## src/rtl/div_sequencer.sv

```systemverilog
// div_sequencer: multi-cycle signed non-restoring divider with remainder correction and sign fix-up.
module div_sequencer #(
  parameter int WIDTH = 32
) (
  input  logic             clock,
  input  logic             reset_n,
  input  logic             ctrl_div,
  input  logic [WIDTH-1:0] data_operandA,
  input  logic [WIDTH-1:0] data_operandB,
  output logic [WIDTH-1:0] data_result,
  output logic [WIDTH-1:0] data_remainder,
  output logic             data_exception,
  output logic             data_resultRDY,
  output logic             busy
);
  localparam int CW = $clog2(WIDTH);
  typedef enum logic [1:0] {IDLE, RUN, FIX, DONE} state_t;
  state_t state, next;
  logic [CW-1:0] count;
  logic [WIDTH:0] a_q, m_q, a_shift, a_step, a_fix;
  logic [WIDTH-1:0] q_q, dvd_q, abs_a, abs_b, quot, rem;
  logic neg_q, neg_r, dz;
  always_ff @(posedge clock or negedge reset_n)
    if (!reset_n) state <= IDLE;
    else state <= next;
  always_comb
    next = ctrl_div ? RUN :
           state == RUN ? (count == CW'(WIDTH-1) ? FIX : RUN) :
           state == FIX ? DONE : IDLE;
  always_comb begin
    busy = state == RUN || state == FIX;
    data_resultRDY = state == DONE;
  end
  // 0x80000000 negates to itself and is then read as unsigned magnitude.
  always_comb begin
    abs_a = data_operandA[WIDTH-1] ? -data_operandA : data_operandA;
    abs_b = data_operandB[WIDTH-1] ? -data_operandB : data_operandB;
    a_shift = {a_q[WIDTH-1:0], q_q[WIDTH-1]};
    a_step = a_q[WIDTH] ? a_shift + m_q : a_shift - m_q;
    a_fix = a_q[WIDTH] ? a_q + m_q : a_q;
    quot = dz ? '0 : neg_q ? -q_q : q_q;
    rem = dz ? dvd_q : neg_r ? -a_fix[WIDTH-1:0] : a_fix[WIDTH-1:0];
  end
  always_ff @(posedge clock or negedge reset_n)
    if (!reset_n) begin
      count <= '0;
      a_q <= '0;
      q_q <= '0;
      m_q <= '0;
      dvd_q <= '0;
      neg_q <= 1'b0;
      neg_r <= 1'b0;
      dz <= 1'b0;
      data_result <= '0;
      data_remainder <= '0;
      data_exception <= 1'b0;
    end else if (ctrl_div) begin
      count <= '0;
      a_q <= '0;
      q_q <= abs_a;
      m_q <= {1'b0, abs_b};
      dvd_q <= data_operandA;
      neg_q <= data_operandA[WIDTH-1] ^ data_operandB[WIDTH-1];
      neg_r <= data_operandA[WIDTH-1];
      dz <= data_operandB == '0;
      data_exception <= 1'b0;
    end else if (state == RUN) begin
      count <= count + CW'(1);
      a_q <= a_step;
      q_q <= {q_q[WIDTH-2:0], ~a_step[WIDTH]};
    end else if (state == FIX) begin
      a_q <= a_fix;
      data_result <= quot;
      data_remainder <= rem;
      data_exception <= dz;
    end
endmodule

```

## config.mk

```make
export PLATFORM = sky130hd
export DESIGN_NAME = div_sequencer
export DESIGN_NICKNAME = d
export VERILOG_FILES = /design/src/rtl/div_sequencer.sv
export SDC_FILE = /design/constraint.sdc
export NUM_CORES = 1
export LEC_CHECK = 0
export ABC_AREA = 1
export BUFFER_PORTS_ARGS = -buffer_cell sky130_fd_sc_hd__buf_4
export CAP_MARGIN = 30
export CORE_ASPECT_RATIO = 0.8
export CORE_MARGIN = 1.5
export CORE_UTILIZATION = 56
export CTS_CLUSTER_DIAMETER = 40
export DETAILED_ROUTE_END_ITERATION = 10
export PLACE_DENSITY = 0.78
export SLEW_MARGIN = 40
export SYNTH_ARGS = -nofsm -noshare
export SYNTH_HDL_FRONTEND = slang
export SYNTH_SLANG_ARGS = --single-unit
```

## constraint.sdc

```tcl
create_clock -name clock -period 3.6 [get_ports clock]
set_input_delay 0.36 -clock clock [delete_from_list [all_inputs] [get_ports clock]]
set_output_delay 0.36 -clock clock [all_outputs]
set_load 0.01 [all_outputs]
```

After elaboration in Yosys (flattened, before gate mapping) --
Index checks and enable logic that the tools add are counted.
Cells by class: $add $sub $neg 8, multipliers 0, div/mod/pow operators 0, $lt $le $gt $ge 0, equal/unequal tests 5, shifts and indexed selects 0, muxes and demuxes 22, bitwise logic cells 4, reduce and logical (&&, ||, !) cells 7
Operators by type and width (count):
- 32-bit two-way mux | 8
- 33-bit two-way mux | 5
- 32-bit negator | 4
- 33-bit by 32-bit adder with 33-bit output | 2
- 33-bit by 32-bit subtractor with 33-bit output | 1
- 32-bit zero test | 1
- 5-bit two-way mux | 2
- 2-bit two-way mux | 4
- 5-bit by 1-bit adder with 5-bit output, second input constant | 1
- 5-bit == test, second input constant | 1
- 2-bit == test, second input constant | 2
- 2-bit nonzero test | 2
- 1-bit two-way mux | 3
- 1-bit inverter | 3
- 3-bit AND reduction | 1
- 3-bit nonzero test | 1
- 2-bit by 1-bit == test with 1-bit output, second input constant | 1
- 2-bit != test, second input constant | 1
- 2-bit AND reduction | 1
- 1-bit logical OR | 1
- 1-bit XOR | 1
Word-level totals: register bits 204, latch bits 0, RAM bits 0, bits in read-only memories 0, bits of input ports 67, output and inout bits 67, word-level logic and storage cells 58, memories 0

Depth between registers and ports, before layout --
word-level depth 5, gate-level depth with buffers 25, gate-level depth less buffers 25

Worst setup path before layout --
OpenSTA, ideal clock, no wires.
path kind reg-to-reg, from reg a_q[32], to reg a_q[30], setup time 119 ps, arrival 3421 ps, setup slack 60 ps, stages on the path, launching flop included 22, buffers on the path 5, path through dfrtp_1 > buf_4 > inv_2 > buf_4 > buf_2 > buf_2 > clkbuf_1 > o21ai_0 > xnor2_1 > ha_1 > a21oi_1 > o21ai_0 > nand3_1 > nand2_1 > nand3_1 > nand3_1 > a21o_1 > a21boi_0 > xor2_1 > nor2_1 > o22ai_1 > inv_1
Between the ends: word-level cells in the longest chain between the ends 4, elaborated cells between the ends (all ways) 5, classes of those cells mux (5)
RTL lines:
- start: declaration | line 20 | logic [WIDTH:0] a_q, m_q, a_shift, a_step, a_fix;
- start signal: assignment | line 69 | a_q <= a_step;
- start signal: assignment | line 72 | a_q <= a_fix;
- 33-bit two-way mux | line 40 | a_fix = a_q[WIDTH] ? a_q + m_q : a_q;
- 33-bit two-way mux | line 71 | end else if (state == FIX) begin
- 33-bit two-way mux * | line 67 | end else if (state == RUN) begin
- 33-bit two-way mux * | line 57 | end else if (ctrl_div) begin
Mark *: on every way between the ends. The rest lies on a longest branch, timed or not. The select of a mux whose other input is x is not followed. A chain may end at the register's enable or synchronous reset.

Worst setup path after layout --
from reg m_q[1], to reg a_q[30]
Between the ends: word-level cells in the longest chain between the ends 5, elaborated cells between the ends (all ways) 8, classes of those cells add/sub (3); mux (5)
RTL lines:
- start: declaration | line 20
- start signal: assignment | line 61 | m_q <= {1'b0, abs_b};
- 33-bit by 32-bit adder with 33-bit output | line 40
- 33-bit two-way mux | line 40
- 33-bit two-way mux | line 71
- 33-bit two-way mux * | line 67
- 33-bit two-way mux * | line 57
Marks and branches as above.

==> flow_summary.yaml <==
layout:
  stdcell_area_mm2: 0.02021
  multi_input_area_mm2: 0.01034
  drive_gt1_frac: 0.1867
  syn_to_final_growth_pct: 22.02
  post-route-util: 0.6916
  final_cell_mix: "686 x nand2_1, 311 x inv_1, 225 x buf_4, 202 x dfrtp_1, 183 x o21ai_0"
  layout_commonest_cell: "nand2_1"
  n_fill_cell: 2506
  nets: 2818
  n_antenna_cell: 0
  seq_area_mm2: 0.005081
yosys:
  synthDistinctLibCells: 58
  synth_seq_cells: 203
  synth_compound_area_frac: 0.1673
  yosys-mux-area-fraction: 0
  synthFlopType: "dfrtp_1"
  avgSynthCellArea_um2: 6.683
  synth_adder_area_share: 0.05833
  async_flop_share: 1.000
  synthSimpleGateAreaFrac: 0.3230
  synthesis.area_mm2: 0.01656
  synth-seq-area-share: 0.3067
  syn_nets: 2621
  synth_top_family_by_area: "simple AND/OR/NAND/NOR gates"
  synth-edff-count: 0
  synth_cells: 2478
  synthXorXnorAreaFrac: 0.05077
  ys_warn_count: 0
power_and_ir_drop:
  p_per_area_mw_per_mm2: 757.8
  leakage_nw: 10.57
  vdd_drop_max_uv: 541.0
floorplanning:
  initial_core_util: 0.5668
  ioPinCount: 134
  die_x_um: 195.3
  dieArea_mm2: 0.03062
  die_h_um: 156.8
  rows: 56
  placeableCoreArea_mm2: 0.02922
critical_path:
  start_kind: "flip-flop"
  r2r_cells: 24
  worst-path-max-fanout: 3
  cp.arrival_ns: 4.16
  crit_type: "flip-flop to flip-flop"
  endpoint_kind: "flip-flop"
  cp.required_ns: 4.00
route:
  vias: 17690
  drt-total-wl_um: 55400
  ant_nets: 0
  post-route-drc-count: 0
  viasPerCell: 5.751
  wl_per_cell_um: 18.01
  firstDrtPassIters: 6
  drtIter0Drc: 1686
timing:
  hold_viol: 0
  finalCritPeriodShare: 1.045
  worst_pin_slew_ns: 0.7589
  slew_headroom: 0.4935
  rsz0062_at_grt: "yes"
  clock.fmax_mhz: 265.8
  setup_tns_ns: -1.155
  worst_slack_ns: -0.1626
  skew_ns: 0.02602
  setup_viol: 10
  finalCriticalPeriod_ns: 3.763
  drv_slew: 0
clocking:
  root_buffer: "clkbuf_16"
  htree_levels: 2
  cts_tree: "done"
  clock_sinks: 203
  clockBufferDepth: 3
  clkLatencyLatePin_ns: 0.52
  cts_buffers: 34
  cts.clk_slew.worst_paths_ns: 0.06
placed_design:
  hpwl_um: 41320
  gp_congestion: 0.9904
  post-place-ws_ns: -0.3676
  portBuffers: 133
  placed_area_mm2: 0.01845
grt:
  grt_max_degree: 89
  grt_pass1_wl_um: 87650
  grt_use_total: 0.3617
  grt_antenna_before_repair: 0
  grt_pass1_vias: 16580
  gr-total-overflow: 0
outcome:
  status: "complete, but fails checks"
  violations: "negative setup slack"
min_path:
  hold_path.class: "input pin to flip-flop"
  hold_depth: 3
run:
  drv_cap: 0
## state kept, by name, summed over array words and instances (netlist names)
signal,count
data_exception,1
dvd_q,32
q_q,32
count,5
m_q,32
data_result,32
neg_q,1
a_q,33
data_remainder,32
dz,1
state,2
## final timing paths
path	from	endpoint	slack, ns
worst min register to register	data_remainder[23]$_DFFE_PN0P_	data_remainder[23]$_DFFE_PN0P_	0.48
worst max-delay path	m_q[1]$_DFFE_PN0P_	a_q[30]$_DFFE_PN0P_	-0.16
max in group asynchronous	reset_n	a_q[32]$_DFFE_PN0P_	2.25
min in group asynchronous	reset_n	m_q[17]$_DFFE_PN0P_	0.35
worst max register to register	m_q[1]$_DFFE_PN0P_	a_q[30]$_DFFE_PN0P_	-0.16
worst min-delay path	data_operandA[6]	dvd_q[6]$_DFFE_PN0P_	0.09
## stage by stage
stage          total power, mW  cells  hold WS, ns
2_1_floorplan            8.243   2478      0.06441
3_3_place_gp             10.60   2995       0.4599
3_5_place_dp             10.74   2996       0.3048
4_1_cts                  14.61   3067      0.08014
5_1_grt                  16.36   3076      0.09008
6_report                 15.31   3076      0.08959
## timing repair
| item | in CTS | in global routing |
|---|---|---|
| pin swaps | 24 | 28 |
| setup endpoints to repair | 14 | 35 |
| endpoints found under the hold margin | 34 | 0 |
| hold buffers | 1 | 0 |
| setup buffers | 10 | 9 |
| gates resized for setup | 67 | 64 |
| cloned | 0 | 0 |
## critical path, cell delays in order (launching register included)
cell and delay, ns:
dfrtp_1 0.40, nor2_2 0.13, inv_1 0.05, nor4_1 0.16, inv_1 0.12, nor3_4 0.16
nand2_2 0.13, nor3_4 0.17, nand2_2 0.11, o21ai_2 0.16, buf_4 0.13, o21ai_2 0.06
xor2_1 0.16, ha_1 0.34, a21oi_2 0.17, o21ai_1 0.10, a21oi_2 0.13, nand3_2 0.12
a21o_1 0.19, a21boi_1 0.13, buf_4 0.15, xor2_1 0.14, nor2_1 0.05, o22ai_1 0.14
inv_1 0.05
## layout make-up
class | count | share of cell area
well taps | 377 | 0.02334
clock buffers | 43 | 0.04780
clock inverters | 17 | 0.009968
flip-flops and latches | 203 | 0.2514
repair buffers | 241 | 0.09510
multi-input cells | 1868 | 0.5116
inverters | 327 | 0.06074
## metal layers
metal | GRT usage | vias to the layer above | part of all wire
met3 | 0.05345 | 126 | 0.087
li1 | - | 8478 | -
met1 | 0.5289 | 8296 | 0.45
met4 | 0.1248 | 0 | 0.032
met2 | 0.5439 | 791 | 0.43
met5 | 0 | - | 0
## synthesized netlist by cell type (3+ instances only)
cell type	n	area (um2)
a22o_1	3	26.28
buf_1	9	33.78
xor2_1	66	578.1
nor4_1	11	68.82
nand2_1	705	2646
o21a_1	3	22.52
ha_1	74	925.9
nor2_4	5	56.30
a31oi_1	13	81.33
o22ai_1	10	62.56
nor2_2	15	93.84
inv_1	313	1175
nand3_2	13	130.1
dfrtp_1	203	5080
nand3_1	149	745.7
o41ai_1	3	26.28
a21oi_2	4	35.03
nor3_2	12	120.1
o21bai_1	7	52.55
clkbuf_1	56	210.2
o211ai_1	15	112.6
nand3b_1	9	67.56
a21o_1	7	52.55
buf_4	3	22.52
o21ai_0	207	1036
o21ai_1	15	75.07
xnor2_1	30	262.8
nor2_1	186	698.2
o31ai_1	5	37.54
buf_2	12	60.06
o221ai_1	30	262.8
nand2_4	7	78.83
inv_2	9	33.78
clkinv_1	5	18.77
or2_2	19	118.9
nand4_1	12	75.07
a21oi_1	144	720.7
nor3_1	32	160.2
o21ai_2	7	61.31
nand2_2	27	168.9
## cells by family (layout without fill, tap and decap cells)
| family | Yosys count | in the layout |
|---|---|---|
| DFF | 203 | 203 |
| AOI/OAI and AO/OA | 484 | 484 |
| xor gates and xnor gates | 96 | 96 |
| and+or+nand+nor | 1212 | 1212 |
| adders and majority gates | 76 | 76 |
| buffers and inverters | 407 | 628 |
## power by group
part	switching, mW	internal [mW]	total, mW
registers	0.393	2.60	3.00
clock network	1.23	2.13	3.36
logic	5.53	3.42	8.96
No activity file was read; power rests on OpenSTA's default activity.
